## config.mk

```make
export PLATFORM = sky130hd
export DESIGN_NAME = core_reset_sequencer
export DESIGN_NICKNAME = d
export VERILOG_FILES = /design/src/rtl/drac_pkg.sv /design/src/rtl/hart_soft_rst_fsm.sv /design/src/rtl/core_reset_sequencer.sv
export SDC_FILE = /design/constraint.sdc
export NUM_CORES = 1
export LEC_CHECK = 0
export ABC_AREA = 1
export BUFFER_PORTS_ARGS = -buffer_cell sky130_fd_sc_hd__clkbuf_2
export CORE_MARGIN = 2
export CORE_UTILIZATION = 60
export DETAILED_ROUTE_END_ITERATION = 10
export PLACE_DENSITY = 0.81
export SETUP_SLACK_MARGIN = 0.1
export SYNTH_ARGS = -nofsm -noshare
export SYNTH_HDL_FRONTEND = slang
export SYNTH_HIERARCHICAL = 1
export SYNTH_SLANG_ARGS = --single-unit
```

## constraint.sdc

```tcl
create_clock -name clk_i -period 2.31 [get_ports clk_i]
set_input_delay 0.3465 -clock clk_i [delete_from_list [all_inputs] [get_ports clk_i]]
set_output_delay 0.3465 -clock clk_i [all_outputs]
set_load 0.1 [all_outputs]
```

## src/rtl/drac_pkg.sv

```systemverilog
// Shared state encodings and default parameters for the core reset sequencer.
package drac_pkg;

  typedef enum logic [1:0] {G_HOLD, G_WAKE, G_STAGGER, G_RUN} glb_state_e;
  typedef enum logic [1:0] {S_IDLE, S_QUIESCE, S_HOLDRST} srst_state_e;

  localparam int DefNumHarts       = 4;
  localparam int DefWakeUpCycles   = 32768;
  localparam int DefStaggerCycles  = 16;
  localparam int DefSoftRstCycles  = 64;
  localparam int DefQuiesceTimeout = 1024;

  function automatic int max2(input int a, input int b);
    return (a > b) ? a : b;
  endfunction

endpackage

```

## src/rtl/hart_soft_rst_fsm.sv

```systemverilog
// Soft-reset servicing: drains one pending hart at a time (lowest index first),
// then holds its reset for a fixed window. One counter serves both waits.
module hart_soft_rst_fsm
  import drac_pkg::*;
#(
  parameter int NumHarts       = DefNumHarts,
  parameter int SoftRstCycles  = DefSoftRstCycles,
  parameter int QuiesceTimeout = DefQuiesceTimeout
) (
  input  logic                clk_i,
  input  logic                rst_i,
  input  logic                run_i,
  input  logic [NumHarts-1:0] pending_i,
  input  logic [NumHarts-1:0] ack_i,
  output logic [NumHarts-1:0] quiesce_req_o,
  output logic [NumHarts-1:0] hold_o,
  output logic [NumHarts-1:0] active_o,
  output logic [NumHarts-1:0] done_o,
  output logic                busy_o,
  output logic                timeout_o
);

  localparam int CW = $clog2(max2(SoftRstCycles, QuiesceTimeout) + 1);

  srst_state_e         st_q, st_d;
  logic [NumHarts-1:0] cur_q, cur_d;
  logic [CW-1:0]       cnt_q, cnt_d;
  logic                tmo_q, tmo_d;
  logic                hold_end;

  assign hold_end      = (st_q == S_HOLDRST) && (cnt_q == CW'(SoftRstCycles - 1));
  assign quiesce_req_o = (st_q == S_QUIESCE) ? cur_q : '0;
  assign hold_o        = (st_q == S_HOLDRST) ? cur_q : '0;
  assign active_o      = (st_q != S_IDLE)    ? cur_q : '0;
  assign done_o        = hold_end ? cur_q : '0;
  assign busy_o        = (st_q != S_IDLE);
  assign timeout_o     = tmo_q;

  always_comb begin
    st_d  = st_q;
    cur_d = cur_q;
    cnt_d = cnt_q;
    tmo_d = 1'b0;
    case (st_q)
      S_IDLE: if (run_i && (|pending_i)) begin
        // isolate the lowest set bit: the hart to service next
        cur_d = pending_i & (~pending_i + NumHarts'(1));
        cnt_d = '0;
        st_d  = S_QUIESCE;
      end
      S_QUIESCE: begin
        // an acknowledge in the final wait cycle beats the timeout
        if (|(ack_i & cur_q)) begin
          cnt_d = '0;
          st_d  = S_HOLDRST;
        end else if (cnt_q == CW'(QuiesceTimeout - 1)) begin
          cnt_d = '0;
          tmo_d = 1'b1;
          st_d  = S_HOLDRST;
        end else begin
          cnt_d = cnt_q + 1'b1;
        end
      end
      S_HOLDRST: begin
        if (hold_end) begin
          cur_d = '0;
          st_d  = S_IDLE;
        end else begin
          cnt_d = cnt_q + 1'b1;
        end
      end
      default: st_d = S_IDLE;
    endcase
  end

  always_ff @(posedge clk_i) begin
    if (rst_i) begin
      st_q  <= S_IDLE;
      cur_q <= '0;
      cnt_q <= '0;
      tmo_q <= 1'b0;
    end else begin
      st_q  <= st_d;
      cur_q <= cur_d;
      cnt_q <= cnt_d;
      tmo_q <= tmo_d;
    end
  end

endmodule

```

## src/rtl/core_reset_sequencer.sv

```systemverilog
// Boot-time staggered hart reset release plus run-time per-hart soft reset
// with quiesce handshake.
module core_reset_sequencer
  import drac_pkg::*;
#(
  parameter int NumHarts       = DefNumHarts,
  parameter int WakeUpCycles   = DefWakeUpCycles,
  parameter int StaggerCycles  = DefStaggerCycles,
  parameter int SoftRstCycles  = DefSoftRstCycles,
  parameter int QuiesceTimeout = DefQuiesceTimeout
) (
  input  logic                clk_i,
  input  logic                rst_i,
  input  logic [NumHarts-1:0] soft_rst_req_i,
  input  logic [NumHarts-1:0] quiesce_ack_i,
  output logic [NumHarts-1:0] hart_rstn_o,
  output logic [NumHarts-1:0] quiesce_req_o,
  output logic                grst_l_o,
  output logic                all_running_o,
  output logic                timeout_o
);

  localparam int WCW = $clog2(WakeUpCycles + 1);
  localparam int SCW = (StaggerCycles > 0) ? $clog2(StaggerCycles + 1) : 1;
  localparam int IW  = $clog2(NumHarts + 1);

  glb_state_e          state_q, state_d;
  logic [WCW-1:0]      wcnt_q, wcnt_d;
  logic [SCW-1:0]      scnt_q, scnt_d;
  logic [IW-1:0]       nidx_q, nidx_d;
  logic [NumHarts-1:0] boot_rel_q, boot_rel_d;
  logic [NumHarts-1:0] pend_q, pend_d;
  logic [NumHarts-1:0] hold, active, done;
  logic                busy, run;

  assign run           = (state_q == G_RUN);
  assign hart_rstn_o   = boot_rel_q & ~hold;
  assign all_running_o = run & ~busy;

  always_comb begin
    state_d    = state_q;
    wcnt_d     = wcnt_q;
    scnt_d     = scnt_q;
    nidx_d     = nidx_q;
    boot_rel_d = boot_rel_q;
    unique case (state_q)
      G_HOLD: begin
        state_d = G_WAKE;
        wcnt_d  = '0;
      end
      G_WAKE: begin
        if (wcnt_q == WCW'(WakeUpCycles - 1)) begin
          boot_rel_d[0] = 1'b1;
          if (StaggerCycles == 0) begin
            boot_rel_d = '1;
            nidx_d     = IW'(NumHarts);
          end else begin
            nidx_d = IW'(1);
          end
          scnt_d  = '0;
          state_d = G_STAGGER;
        end else begin
          wcnt_d = wcnt_q + 1'b1;
        end
      end
      G_STAGGER: begin
        // nidx_q == NumHarts means the last hart went out last cycle
        if (nidx_q == IW'(NumHarts)) begin
          state_d = G_RUN;
        end else if (scnt_q == SCW'(StaggerCycles - 1)) begin
          for (int i = 0; i < NumHarts; i++)
            if (nidx_q == IW'(i)) boot_rel_d[i] = 1'b1;
          nidx_d = nidx_q + 1'b1;
          scnt_d = '0;
        end else begin
          scnt_d = scnt_q + 1'b1;
        end
      end
      G_RUN: ;
    endcase
  end

  // requests for the hart currently being serviced are dropped
  always_comb begin
    pend_d = pend_q;
    if (state_q != G_HOLD) pend_d = (pend_q & ~done) | (soft_rst_req_i & ~active);
  end

  always_ff @(posedge clk_i) begin
    if (rst_i) begin
      state_q    <= G_HOLD;
      wcnt_q     <= '0;
      scnt_q     <= '0;
      nidx_q     <= '0;
      boot_rel_q <= '0;
      pend_q     <= '0;
    end else begin
      state_q    <= state_d;
      wcnt_q     <= wcnt_d;
      scnt_q     <= scnt_d;
      nidx_q     <= nidx_d;
      boot_rel_q <= boot_rel_d;
      pend_q     <= pend_d;
    end
  end

  always_ff @(posedge clk_i) grst_l_o <= ~rst_i;

  hart_soft_rst_fsm #(
    .NumHarts      (NumHarts),
    .SoftRstCycles (SoftRstCycles),
    .QuiesceTimeout(QuiesceTimeout)
  ) u_srst (
    .clk_i        (clk_i),
    .rst_i        (rst_i),
    .run_i        (run),
    .pending_i    (pend_q),
    .ack_i        (quiesce_ack_i),
    .quiesce_req_o(quiesce_req_o),
    .hold_o       (hold),
    .active_o     (active),
    .done_o       (done),
    .busy_o       (busy),
    .timeout_o    (timeout_o)
  );

endmodule

```

Word level (Yosys, flattened, before mapping)
Cells that the tools add are included.
Storage, ports and cells
  register bits after elaboration: 53
  input port bits: 10
Cells by class
  add/sub/neg operators: 5
  equal/unequal tests: 23
  mux-type cells: 36
  bitwise logic cells: 15
  reduce and logical (&&, ||, !) cells: 26
Operators by type and width (number)
  11-bit two-way mux: 4
  11-bit case mux with 3 select lines: 1
  16-bit case mux with 2 select lines: 1
  4-bit two-way mux: 6
  4-bit AND: 5
  16-bit by 1-bit adder with 16-bit output, second input constant: 1
  16-bit by 15-bit == test with 1-bit output, second input constant: 1
  16-bit two-way mux: 1
  4-bit inverter: 4
  4-bit AND reduction: 4
  5-bit two-way mux: 3
  3-bit AND reduction: 5
  2-bit inequality test, second input constant: 7
  2-bit two-way mux: 6
  2-bit case mux with 3 select lines: 2
  11-bit by 1-bit adder with 11-bit output, second input constant: 1
  11-bit by 10-bit == test with 1-bit output, second input constant: 1
  11-bit by 6-bit == test with 1-bit output, second input constant: 1
  5-bit case mux with 2 select lines: 1
  2-bit nonzero test: 5
  3-bit two-way mux: 3
  4-bit case mux with 2 select lines: 1
  4-bit OR reduction: 2
  2-bit == test, second input constant: 3
  23 further kinds: 36

Longest topological paths before layout
  word-level depth: 6
  mapped depth: 11
  depth with buffers taken out: 10

Cells and area by module
The synthesis kept the hierarchy.
By module, submodules not included
  core_reset_sequencer: times used 1, cells each 293, area each 2048.2 sq um, sequential area each 700.7 sq um
  hart_soft_rst_fsm: times used 1, cells each 202, area each 1237.4 sq um, sequential area each 360.3 sq um

Worst setup path after synthesis
Ideal clock, no wire load.
  path kind: reg2out
  from: reg u_srst.st_q[0]
  to: out hart_rstn_o[0]
  arrival time: 2263 ps
  data required time: 1964 ps
  slack: -299 ps
  cell stages (with the launch flop): 7
  path buffers: 1
  path through: dfxtp_1 > inv_1 > ha_1 > clkbuf_1 > nand2_1 > inv_1 > nor2_1
Between the ends
  cells in the longest elaborated chain, start to end: 4
Ends and longest elaborated chain
  from (decl): line hart_soft_rst_fsm.sv:25  | srst_state_e st_q, st_d;
  from (signal assigned): line hart_soft_rst_fsm.sv:83  | st_q <= st_d;
  2-bit == test: line hart_soft_rst_fsm.sv:33  | assign hold_o = (st_q == S_HOLDRST) ? cur_q : '0;
  4-bit two-way mux: line hart_soft_rst_fsm.sv:33
  net hold[0]: line core_reset_sequencer.sv:33  | logic [NumHarts-1:0] hold, active, done;
  4-bit inverter: line core_reset_sequencer.sv:37  | assign hart_rstn_o = boot_rel_q & ~hold;
  4-bit AND: line core_reset_sequencer.sv:37
  to (decl): line core_reset_sequencer.sv:16  | output logic [NumHarts-1:0] hart_rstn_o,
The timed path passes the listed nets, and every way through them passes these cells.

Worst setup path after layout
  from: reg u_srst.st_q[0]
  to: out all_running_o
Between the ends
  cells in the longest elaborated chain, start to end: 3
Ends and longest elaborated chain
  2-bit nonzero test: line hart_soft_rst_fsm.sv:36  | assign busy_o = (st_q != S_IDLE);
  net busy: line core_reset_sequencer.sv:34  | logic busy, run;
  1-bit inverter: line core_reset_sequencer.sv:38  | assign all_running_o = run & ~busy;
  1-bit AND: line core_reset_sequencer.sv:38
  to (decl): line core_reset_sequencer.sv:19  | output logic all_running_o,
The timed path passes the listed nets, and every way through them passes these cells.

==> results.md <==
- The run finished with clean final reports.
- The maximum achievable frequency is 473 MHz.
- Entering global routing, the biggest net connects 18 pins.
- At the end of the flow, the number of nets in the layout was about 540.
- The height of the die is 78 microns.
- The share of total power dissipated in combinational logic is 0.460.
- The number of antenna violations at the first check in global routing came to 0.
- The average cell area after synthesis is between 6 and 7 sq um.
- Summed over all cells, the static leakage comes to 1.49 nW.
- The count of input and output buffers is 20.
- The number of global-route vias before repair is 2703.
- The clock tree synthesis step divided the H-tree into 2 levels.
- Setup violations remaining at the end of the flow were counted as 0.
- For this block, the routed nets add up to 6580 microns of wire.
- Counting every instance in the synthesized netlist gives 495.
- The share of final-layout standard cells stronger than drive strength 1 is 0.136.
- The worst-case IR drop observed on VDD is 546 uV.
- The maximum fanout count along the critical path is 9.
- For the final routed database, the setup TNS stands at 0 ns.
- After floorplanning, the core was divided into 26 placement rows.
- For this design the top-level I/O count stands at 21.
- The number of buffers inserted by hold repair at cts is 0.
- The detailed router placed 2966 vias in this run.
- On the critical path, the stage with the largest delay is an instance of sky130_fd_sc_hd__buf_2.
- The worst hold path belongs to the class primary input to flip-flop.
- The count of unresolved DRC violations after routing is 0.
- The last weighted congestion value of the routability-driven placer is roughly 0.86.
- The number of distinct standard cells referenced by the synthesized netlist is 34.
- The number of clock sinks seen by CTS is 53.
- The sequential element share of the synthesized area is 0.323.
- The switching share of power is 0.452.
- The area growth from synthesis to final layout is 7.16%.
- The clock-pin transition on the worst setup and hold timing paths is approximately 0.08 ns.
- After filler insertion, the fill cell instance count of the layout stands at between 400 and 500.
- The routed design could run at a clock period as short as approximately 2.1 ns.
- The maximum root-to-sink buffer count is 2.
- The hold violation total from the final report is 0.
- Measured against its own limit, the worst slew margin works out to 0.639.
- The cell-internal power is 1.71 mW.
- By startpoint and endpoint, the worst setup path is classified as flip-flop to primary output.
- The mapped cell area is 3290 sq um.
- With fillers left out, the area of the finished cells amounts to about 3500 sq um.
- Data on the critical path is required at its endpoint by 1.96 ns.
- Clock tree synthesis inserted a total of 5 buffers.
- The cell at the root of the clock tree is sky130_fd_sc_hd__clkbuf_8.
- The clock tree skew after final layout is 0.00902 ns.
- For this run, the slowest stage of the critical path takes 0.42 ns.
- The CTS tree is yes.
- Global routing finished with a remaining overflow of 0.
- Dividing the detail-routed via count by the number of cells gives 5.08.
- 0 antenna diodes ended up in the layout.
- The remaining antenna violation count is 0.
- Synthesis inferred 53 register bits.
- Setup repair after global routing left no endpoint under its margin.
- The tool flagged a number of max-cap violations equal to 0.
- The slew at the pin closest to its max-slew limit is 0.543 ns.
- The share of total power dissipated in the clock network is 0.172.
- In this run the horizontal extent of the chip is approximately 78 microns.
- The total routing resource utilization after global routing is 0.229.
- The net switching power of the design is 1.41 mW.
- STA classifies the critical path endpoint as a primary output.
- The cell that appears most often on the critical path is sky130_fd_sc_hd__inv_1.
- Dividing the final minimum period by the clock period gives 0.915.
- Summed over all nets, the half-perimeter wirelength after detailed placement is about 4900 microns.
- Of the total power, registers draw 0.368.
- For this design the ratio of total power to cell area is roughly 890 nW/um^2.
- At the later pin of the worst-skew pair, clock insertion delay measures 0.31 ns.
- After the first detailed-routing iteration, the DRC count stood at 146.
- The kind of launch point of the worst setup path is a flip-flop.
- The area of the placeable core is 5200 sq um.
- The number of max-slew violations in the final report is 0.
- The routed wire length per instance is roughly 11 microns.
- The Yosys step of the flow raised 6 warnings.
- For this configuration, the core starts out at a cell density of 0.631.
- Walking the worst path, the cells encountered are inv_1 -> ha_1 -> inv_1 -> nor2_2 -> buf_2.
- The first detailed-routing pass took 4 iterations.
- Data on the critical path arrives at its endpoint at 1.77 ns.
- The first global-routing pass estimated 11500 microns of wire.
- The number of nets in the synthesized netlist is 522.
- The floorplan step defined a die boundary enclosing 6080 sq um.
- The top cell types in the final layout, fill and taps aside, are 129 x sky130_fd_sc_hd__nand2_1, 75 x sky130_fd_sc_hd__nor2_1, 71 x sky130_fd_sc_hd__inv_1.
- The placement-stage cell area is about 3400 sq um.
- Leaving out fill and tap cells, the most frequent cell in the layout is sky130_fd_sc_hd__nand2_1.
## critical path, delay by kind of cell, from the launching register on
| family | cells | cell delay, ns |
|---|---|---|
| and+or+nand+nor | 1 | 0.10 |
| adders and majority gates | 1 | 0.41 |
| buffers and inverters | 3 | 0.62 |
| DFF | 1 | 0.34 |
## flip-flops by register name, summed over array words and instances, names as in the netlist
register and count:
pend_q 4, nidx_q 3, u_srst/st_q 2, state_q 2, wcnt_q 16, grst_l_o 1, boot_rel_q 4, scnt_q 5
u_srst/cnt_q 11, u_srst/timeout_o 1, u_srst/cur_q 4
## repair_timing
item                       4_1_cts  5_1_grt
gates resized for setup          4        2
setup buffers                    0        0
gates cloned                     0        0
setup endpoints to repair        4        5
## final cells by class
type | instances | area [sq um] | share of cell area
Multi-Input combinational cell | 360 | 1890 | 0.537
Tap cell | 70 | 87.6 | 0.0249
Clock buffer | 6 | 82.6 | 0.0235
Timing Repair Buffer | 21 | 118 | 0.0334
Sequential cell | 53 | 1060 | 0.301
Inverter | 73 | 274 | 0.0778
Clock inverter | 1 | 7.51 | 0.00213
## through the flow
| stage | worst slack, ns | hold slack, ns | power [mW] | utilization | instances |
|---|---|---|---|---|---|
| floorplan | 0.152 | 0.416 | 2.37 | - | 495 |
| global placement | 0.440 | 0.469 | 2.55 | 0.657 | 577 |
| detailed placement | 0.376 | 0.473 | 2.59 | 0.657 | 577 |
| CTS | 0.160 | 0.282 | 3.14 | 0.676 | 584 |
| global route | 0.105 | 0.288 | 3.39 | 0.676 | 584 |
| finish | 0.197 | 0.286 | 3.12 | 0.676 | 584 |
## power by group through the flow
| stage | registers (mW) | logic (mW) | clock network, mW |
|---|---|---|---|
| 2_1_floorplan | 1.15 | 1.22 | 0 |
| 6_report | 1.15 | 1.44 | 0.537 |
| 3_3_place_gp | 1.16 | 1.39 | 0 |
| 3_5_place_dp | 1.17 | 1.42 | 0 |
| 4_1_cts | 1.15 | 1.43 | 0.559 |
| 5_1_grt | 1.17 | 1.63 | 0.592 |
## metal layers
layer	vias up	routed length, microns	global-route usage
li1	1576	-	-
met3	10	209	0.0384
met5	-	0	0
met2	53	3200	0.403
met1	1327	3070	0.282
met4	0	100	0.0754
## path summary, 6_finish.rpt
kind / startpoint / slack (ns) / cells past startpoint / to
max reg2reg: state_q[1] / 0.41 / 7 / wcnt_q[15]
max: u_srst/st_q[0] / 0.20 / 5 / all_running_o
min reg2reg: scnt_q[4] / 0.49 / 2 / scnt_q[4]
min: soft_rst_req_i[1] / 0.29 / 3 / pend_q[1]
## cell families (layout without fill, tap and decap cells)
kind of cell / count (synthesis) / in the layout / synth area share
simple gates: 290 / 290 / 0.414
flops: 53 / 53 / 0.323
fa+ha+maj: 17 / 17 / 0.0647
compound gates: 50 / 50 / 0.0845
buf+inv: 82 / 101 / 0.106
xor+xnor: 3 / 3 / 0.00800
## Yosys cell counts
master                     instances  share of area
sky130_fd_sc_hd__dfxtp_1          53           0.32
sky130_fd_sc_hd__nand2_2           9          0.017
sky130_fd_sc_hd__xnor2_1           1         0.0027
sky130_fd_sc_hd__clkinv_1          1         0.0011
sky130_fd_sc_hd__nor3_4            1         0.0050
sky130_fd_sc_hd__inv_1            71          0.081
sky130_fd_sc_hd__nand3_4           3          0.016
sky130_fd_sc_hd__nand3_2           2         0.0061
sky130_fd_sc_hd__nor3_1            3         0.0046
sky130_fd_sc_hd__inv_2             1         0.0011
sky130_fd_sc_hd__xor2_1            2         0.0053
sky130_fd_sc_hd__o21ai_1           5         0.0076
sky130_fd_sc_hd__nor2_1           80          0.091
sky130_fd_sc_hd__nand3b_1          6          0.014
sky130_fd_sc_hd__nor2_2            7          0.013
sky130_fd_sc_hd__nand4_1          10          0.019
sky130_fd_sc_hd__and3_1            1         0.0019
sky130_fd_sc_hd__buf_2             1         0.0015
sky130_fd_sc_hd__nor4_1            2         0.0038
sky130_fd_sc_hd__buf_6             4          0.014
sky130_fd_sc_hd__clkbuf_8          1         0.0042
sky130_fd_sc_hd__o21a_1            1         0.0023
sky130_fd_sc_hd__a21oi_1          25          0.038
sky130_fd_sc_hd__nor2_4            6          0.021
sky130_fd_sc_hd__a21oi_4           1         0.0050
sky130_fd_sc_hd__nand3_1          26          0.040
sky130_fd_sc_hd__o21ai_4           1         0.0050
sky130_fd_sc_hd__ha_1             17          0.065
sky130_fd_sc_hd__clkbuf_1          3         0.0034
sky130_fd_sc_hd__nand2_1         129           0.15
sky130_fd_sc_hd__o21bai_1          1         0.0023
sky130_fd_sc_hd__or2_2             2         0.0038
sky130_fd_sc_hd__o21ai_0          16          0.024
sky130_fd_sc_hd__nand2_4           3          0.010
Note: power is estimated with default switching activity, not from simulation.
